`src/rtl/cp0_unit_pkg.sv`:
```
`default_nettype none
// ============================================================================
//  Module      : cp0_unit_pkg
//  Description : Shared CPU definitions for the coprocessor-0 slice:
//                register numbers, SR/Cause field positions, the PRId
//                constant and small helpers used by cp0_unit and cp0_timer.
//  Revision    : 1.0  initial release
// ============================================================================
package cp0_unit_pkg;

    // CP0 register numbers as seen on the mfc0/mtc0 addr field
    localparam logic [4:0] CP0_COUNT   = 5'd9;
    localparam logic [4:0] CP0_COMPARE = 5'd11;
    localparam logic [4:0] CP0_SR      = 5'd12;
    localparam logic [4:0] CP0_CAUSE   = 5'd13;
    localparam logic [4:0] CP0_EPC     = 5'd14;
    localparam logic [4:0] CP0_PRID    = 5'd15;

    localparam logic [31:0] PRID_VALUE = 32'h4D43_5055;

    // Status register fields
    localparam int SR_IE_BIT  = 0;
    localparam int SR_EXL_BIT = 1;
    localparam int SR_IM_LO   = 10;
    localparam int SR_IM_HI   = 15;

    // Only IM, EXL and IE are implemented; everything else is read-as-zero
    localparam logic [31:0] SR_WRITE_MASK = 32'h0000_FC03;

    // Cause register fields: IP[14:10] are hardware lines, IP[15] is timer
    localparam int CAUSE_IP_LO  = 10;
    localparam int CAUSE_HW_HI  = 14;
    localparam int CAUSE_TI_BIT = 15;

    // Controller strobes, packed as {exl_set, exl_clr}
    typedef struct packed {
        logic exl_set;
        logic exl_clr;
    } cp0_ctrl_t;

    // Return address is always word aligned
    function automatic logic [31:0] epc_align(input logic [31:0] pc);
        return pc & 32'hFFFF_FFFC;
    endfunction

endpackage
`default_nettype wire

```
`src/rtl/cp0_unit_timer.sv`:
```
`default_nettype none
// ============================================================================
//  Module      : cp0_timer
//  Description : Count/Compare timer. Count free-runs (wrapping) unless an
//                mtc0 loads it. TI latches one edge after Count==Compare
//                (Compare non-zero) and is cleared only by an mtc0 to Compare.
//  Ports       : clk, reset           - clock, sync active-high reset
//                we_count_i           - mtc0 to Count this cycle
//                we_compare_i         - mtc0 to Compare this cycle
//                wdata_i              - mtc0 data
//                count_o, compare_o   - current register values
//                ti_o                 - timer interrupt pending
//  Revision    : 1.0  initial release
// ============================================================================
module cp0_timer (
    input  logic        clk,
    input  logic        reset,
    input  logic        we_count_i,
    input  logic        we_compare_i,
    input  logic [31:0] wdata_i,
    output logic [31:0] count_o,
    output logic [31:0] compare_o,
    output logic        ti_o
);

    logic [31:0] count_q,   count_d;
    logic [31:0] compare_q, compare_d;
    logic        ti_q,      ti_d;

    always_comb begin
        count_d   = we_count_i   ? wdata_i : count_q + 32'd1;
        compare_d = we_compare_i ? wdata_i : compare_q;

        ti_d = ti_q;
        if ((count_q == compare_q) && (compare_q != 32'd0))
            ti_d = 1'b1;
        // Acknowledge via Compare write beats a coincident match
        if (we_compare_i)
            ti_d = 1'b0;
    end

    always_ff @(posedge clk) begin
        if (reset) begin
            count_q   <= 32'd0;
            compare_q <= 32'd0;
            ti_q      <= 1'b0;
        end else begin
            count_q   <= count_d;
            compare_q <= compare_d;
            ti_q      <= ti_d;
        end
    end

    assign count_o   = count_q;
    assign compare_o = compare_q;
    assign ti_o      = ti_q;

endmodule
`default_nettype wire

```
`src/rtl/cp0_unit.sv`:
```
`default_nettype none
// ============================================================================
//  Module      : cp0_unit
//  Description : Coprocessor-0 for a small MIPS-like core. Holds SR, Cause,
//                EPC, PRId and the Count/Compare timer, generates the
//                interrupt request from registered state only.
//  Ports       : clk, reset           - clock, sync active-high reset
//                cp0_ctrl[1:0]        - {exl_set, exl_clr} from controller
//                victim_pc[31:0]      - resume PC saved into EPC on exl_set
//                we, addr, wdata      - mtc0 write port / mfc0 read address
//                hw_int[4:0]          - level-sensitive external interrupts
//                rdata[31:0]          - mfc0 data, combinational from addr
//                epc[31:0]            - EPC register, for eret
//                int_req              - interrupt request to controller
//  Revision    : 1.0  initial release
// ============================================================================
module cp0_unit
    import cp0_unit_pkg::*;
(
    input  logic        clk,
    input  logic        reset,
    input  logic [1:0]  cp0_ctrl,
    input  logic [31:0] victim_pc,
    input  logic        we,
    input  logic [4:0]  addr,
    input  logic [31:0] wdata,
    input  logic [4:0]  hw_int,
    output logic [31:0] rdata,
    output logic [31:0] epc,
    output logic        int_req
);

    cp0_ctrl_t   ctrl;
    logic [31:0] sr_q,  sr_d;
    logic [31:0] epc_q, epc_d;
    logic [4:0]  ip_q;
    logic [31:0] count;
    logic [31:0] compare;
    logic        ti;
    logic [31:0] cause;
    logic [5:0]  pending;

    assign ctrl = cp0_ctrl;

    cp0_timer u_timer (
        .clk          (clk),
        .reset        (reset),
        .we_count_i   (we && (addr == CP0_COUNT)),
        .we_compare_i (we && (addr == CP0_COMPARE)),
        .wdata_i      (wdata),
        .count_o      (count),
        .compare_o    (compare),
        .ti_o         (ti)
    );

    // SR/EPC next state: exl_set has the final say over EXL and EPC even
    // when an mtc0 targets the same register in the same cycle.
    always_comb begin
        sr_d  = sr_q;
        epc_d = epc_q;

        if (we && (addr == CP0_SR))
            sr_d = wdata & SR_WRITE_MASK;
        if (we && (addr == CP0_EPC))
            epc_d = wdata;

        if (ctrl.exl_set) begin
            sr_d[SR_EXL_BIT] = 1'b1;
            epc_d            = epc_align(victim_pc);
        end else if (ctrl.exl_clr) begin
            sr_d[SR_EXL_BIT] = 1'b0;
        end
    end

    always_ff @(posedge clk) begin
        if (reset) begin
            sr_q  <= 32'd0;
            epc_q <= 32'd0;
            ip_q  <= 5'd0;
        end else begin
            sr_q  <= sr_d;
            epc_q <= epc_d;
            ip_q  <= hw_int;
        end
    end

    always_comb begin
        cause = 32'd0;
        cause[CAUSE_HW_HI:CAUSE_IP_LO] = ip_q;
        cause[CAUSE_TI_BIT]            = ti;
    end

    // Built only from flops so the controller sees no input-to-output path
    assign pending = cause[CAUSE_TI_BIT:CAUSE_IP_LO] & sr_q[SR_IM_HI:SR_IM_LO];
    assign int_req = sr_q[SR_IE_BIT] & ~sr_q[SR_EXL_BIT] & (|pending);

    always_comb begin
        rdata = 32'd0;
        case (addr)
            CP0_COUNT:   rdata = count;
            CP0_COMPARE: rdata = compare;
            CP0_SR:      rdata = sr_q;
            CP0_CAUSE:   rdata = cause;
            CP0_EPC:     rdata = epc_q;
            CP0_PRID:    rdata = PRID_VALUE;
            default:     rdata = 32'd0;
        endcase
    end

    assign epc = epc_q;

endmodule
`default_nettype wire

```
`config.mk`:
```
export PLATFORM = sky130hd
export DESIGN_NAME = cp0_unit
export DESIGN_NICKNAME = d
export VERILOG_FILES = /design/src/rtl/cp0_unit_pkg.sv /design/src/rtl/cp0_unit_timer.sv /design/src/rtl/cp0_unit.sv
export SDC_FILE = /design/constraint.sdc
export NUM_CORES = 1
export LEC_CHECK = 0
export CORE_ASPECT_RATIO = 1.25
export CORE_MARGIN = 2
export CORE_UTILIZATION = 45
export CTS_CLUSTER_DIAMETER = 50
export CTS_CLUSTER_SIZE = 28
export DETAILED_ROUTE_END_ITERATION = 10
export GPL_ROUTABILITY_DRIVEN = 0
export PLACE_DENSITY = 0.74
export REMOVE_ABC_BUFFERS = 1
export SETUP_SLACK_MARGIN = 0.4
export SLEW_MARGIN = 20
export SYNTH_ARGS = -nofsm -noshare
export SYNTH_HDL_FRONTEND = slang
export SYNTH_SLANG_ARGS = --single-unit
```
`constraint.sdc`:
```
create_clock -name clk -period 3.3 [get_ports clk]
set_input_delay 0.66 -clock clk [delete_from_list [all_inputs] [get_ports clk]]
set_output_delay 0.66 -clock clk [all_outputs]
set_load 0.005 [all_outputs]
```
==> out/results.txt <==
Synth async-reset ratio: 0%
Overall power: 2950 µW
Yosys warnings: 0
Largest net degree at the start of global routing: 84
CP Max Fanout: 9
Area delta synth->final: 33.0%
Gate Count Post-Synth: 695
Wire length of the first global-routing pass: 28,600 µm
Most frequent cells in the layout: dfxtp_1 (110), nand2_1 (103), clkdlybuf4s50_1 (102)
Vias: 5,750
Post-synth EDFFs: 0
Syn_area_per_cell: 8.57 µm²
DRT Pass-1 Iters: 6
Post-Place Worst Slack: -77.5 ps
Die area: 0.0142 mm²
Max-Cap Viols: 0
Skew-Pair Late Insertion Delay: 360 ps
Layout cells sized above 1: 13.7%
Crit Path Class: in -> out
CTS tree: built
Wirelength per Cell: 17.8 µm
Clk pwr share: 40.1%
Setup ws final: 459 ps
Tcrit/Tclk final: 86.1%
Die Y: 133 µm
Actual slew at the worst max-slew pin: 1020 ps
Die W: 107 µm
Grt total ovfl: 0
Initial antenna violation count: 0
Area of the core: 0.0131 mm²
Clock sink total: 110
N_diodes: 0
Register area: 0.00220 mm²
CP startpoint kind: input pin
Final net count: 905
Net Switching: 686 µW
#FFs+latches synth: 110
DR iter-0 viols: 500
TritonCTS Buffers: 9
Final Hold Fails: 0
Number of global-route vias before repair: 5,717
Switching Fraction: 23.2%
Final Max Slew Viols: 0
Utilization after layout: 60.4%
Clk buf depth: 2
Max VDD drop: 225 µV
Hold crit path type: reg -> reg
DRC: 0
Multi-input combinational cell area: 0.00345 mm²
Number of buffers added on ports: 141
Run status: finished clean
Final Hold Slack: 514 ps
Combinational share of power: 12.3%
CP Capture Type: primary output
Sequential share of the synthesized area: 37.0%
I/O Pins: 144
Minimum clock period: 2840 ps
Final wirelength: 17,800 µm
GRT Overall Usage: 25.2%
Internal power: 2270 µW
CTS HTree Levels: 3
Clk pin slew, worst setup/hold paths: 70 ps
Relative slew slack: 32.3%
Placed insts: 975
Post-CTS Hold Buffers: 0
Number of library cell types mapped by synthesis: 49
Pwr/cell area: 373 mW/mm²
Final setup skew: 7.53 ps
RSZ-0062 raised after global routing: true
Via density per instance: 5.74
Final Setup Violations: 0
Post-DP HPWL: 12,500 µm
Post-route ant nets: 0
Rows: 47
Starting Density: 45.4%
Worst Path Arrival: 2180 ps
Final Non-Filler Cells: 1,001
FMAX: 0.352 GHz
Data required time at the worst endpoint: 2640 ps
Layout fillers: 1,129
Most common cell after layout, fill and taps aside: dfxtp_1
Leakage: 0.00320 µW
Post-Syn Area: 0.00596 mm²
Root buf cell: clkbuf_16
Power share of the sequential group: 47.7%
Main flop type after synthesis: dfxtp_1
## flip-flops by register name, summed over array words and instances (netlist names)
register and cells:
epc 32, u_timer.compare_o 32, sr_q 8, ip_q 5, u_timer.count_o 32, u_timer.ti_o 1
## worst paths after layout
| check | from | cells past startpoint | to | slack, ps |
|---|---|---|---|---|
| worst max-delay path | addr[2] | 7 | rdata[31] | 460 |
| worst min-delay path | u_timer.compare_o[11] | 2 | u_timer.compare_o[11] | 510 |
| worst max register to register | u_timer.count_o[14] | 5 | u_timer.count_o[26] | 1290 |
| worst min register to register | u_timer.compare_o[11] | 2 | u_timer.compare_o[11] | 510 |
## logic make-up (layout without fill, tap and decap cells)
kind of cell    after synthesis  count (layout)  synth area share [%]
simple gates                262             262                  20.9
fa+ha+maj                     1               1                 0.210
compound gates              110             110                  13.4
xor+xnor                     62              62                  9.12
mux                          77              77                  13.6
flops                       110             110                  37.0
buf+inv                      73             208                  5.82
## synth_stat cells, types with 2 or more instances
cell type  count  share of area, %
nor2_1        76               4.8
nor2b_1        5              0.53
and3_1         3              0.32
a221oi_1      11               1.6
nor4_1        11               1.2
mux2i_1       44               7.4
nand3_1       13               1.1
a222oi_1      14               2.4
clkbuf_1      36               2.3
mux2_2        33               6.2
a21oi_1       34               2.9
buf_2          6              0.50
and4_1         3              0.44
and3_2         3              0.38
nand2_1      103               6.5
a221o_1        7               1.2
and2_1         5              0.53
inv_1         19               1.2
xor2_1        13               1.9
a22oi_1        4              0.50
buf_6          3              0.57
xnor2_1       49               7.2
nand3b_1       2              0.25
a211oi_1      30               3.8
buf_1          5              0.32
nor3_1         7              0.59
and3b_1        2              0.29
dfxtp_1      110                37
nand4_1       16               1.7
o21ai_0        6              0.50
nor3_2         4              0.67
## per-layer routing
metal	GRT usage, %	part of all wire, %	up-vias
met5	0	0	-
met4	9.67	2.9	0
met3	4.88	6.9	38
met2	43.8	50	262
met1	30.4	40	2724
li1	-	-	2726
## worst max-delay path, cell delays in order
cell,delay [ps]
dlygate4sd2_1,250
and4bb_1,220
and2_4,180
buf_4,180
a222oi_1,330
inv_1,70
dlygate4sd2_1,280
## repair_timing
action	4_1_cts	5_1_grt
cloned	2	0
pin swaps	17	5
setup endpoints to repair	32	23
gates resized for setup	71	11
buffers inserted	5	3
## power groups by stage
stage	logic, µW	clock network, µW	registers, µW
after CTS	359	1200	1410
final	362	1180	1410
after global routing	390	1260	1410
after detailed placement	356	0	1440
after floorplan	123	0	1430
after global placement	349	0	1430
## through the flow
step	setup TNS [ps]	instance area, µm²
6_report	0	7920
5_1_grt	0	7920
4_1_cts	0	7900
3_5_place_dp	-883	7500
3_3_place_gp	-323	7500
2_1_floorplan	0	5680
## layout make-up
| cell class | instances | share of cell area, % |
|---|---|---|
| Multi-Input combinational cell | 512 | 43.5 |
| Sequential cell | 110 | 27.8 |
| Timing Repair Buffer | 173 | 21.0 |
| Clock buffer | 11 | 3.06 |
| Tap cell | 171 | 2.70 |
| Clock inverter | 5 | 1.04 |
| Inverter | 19 | 0.900 |
No activity file was read; power rests on OpenSTA's default activity.
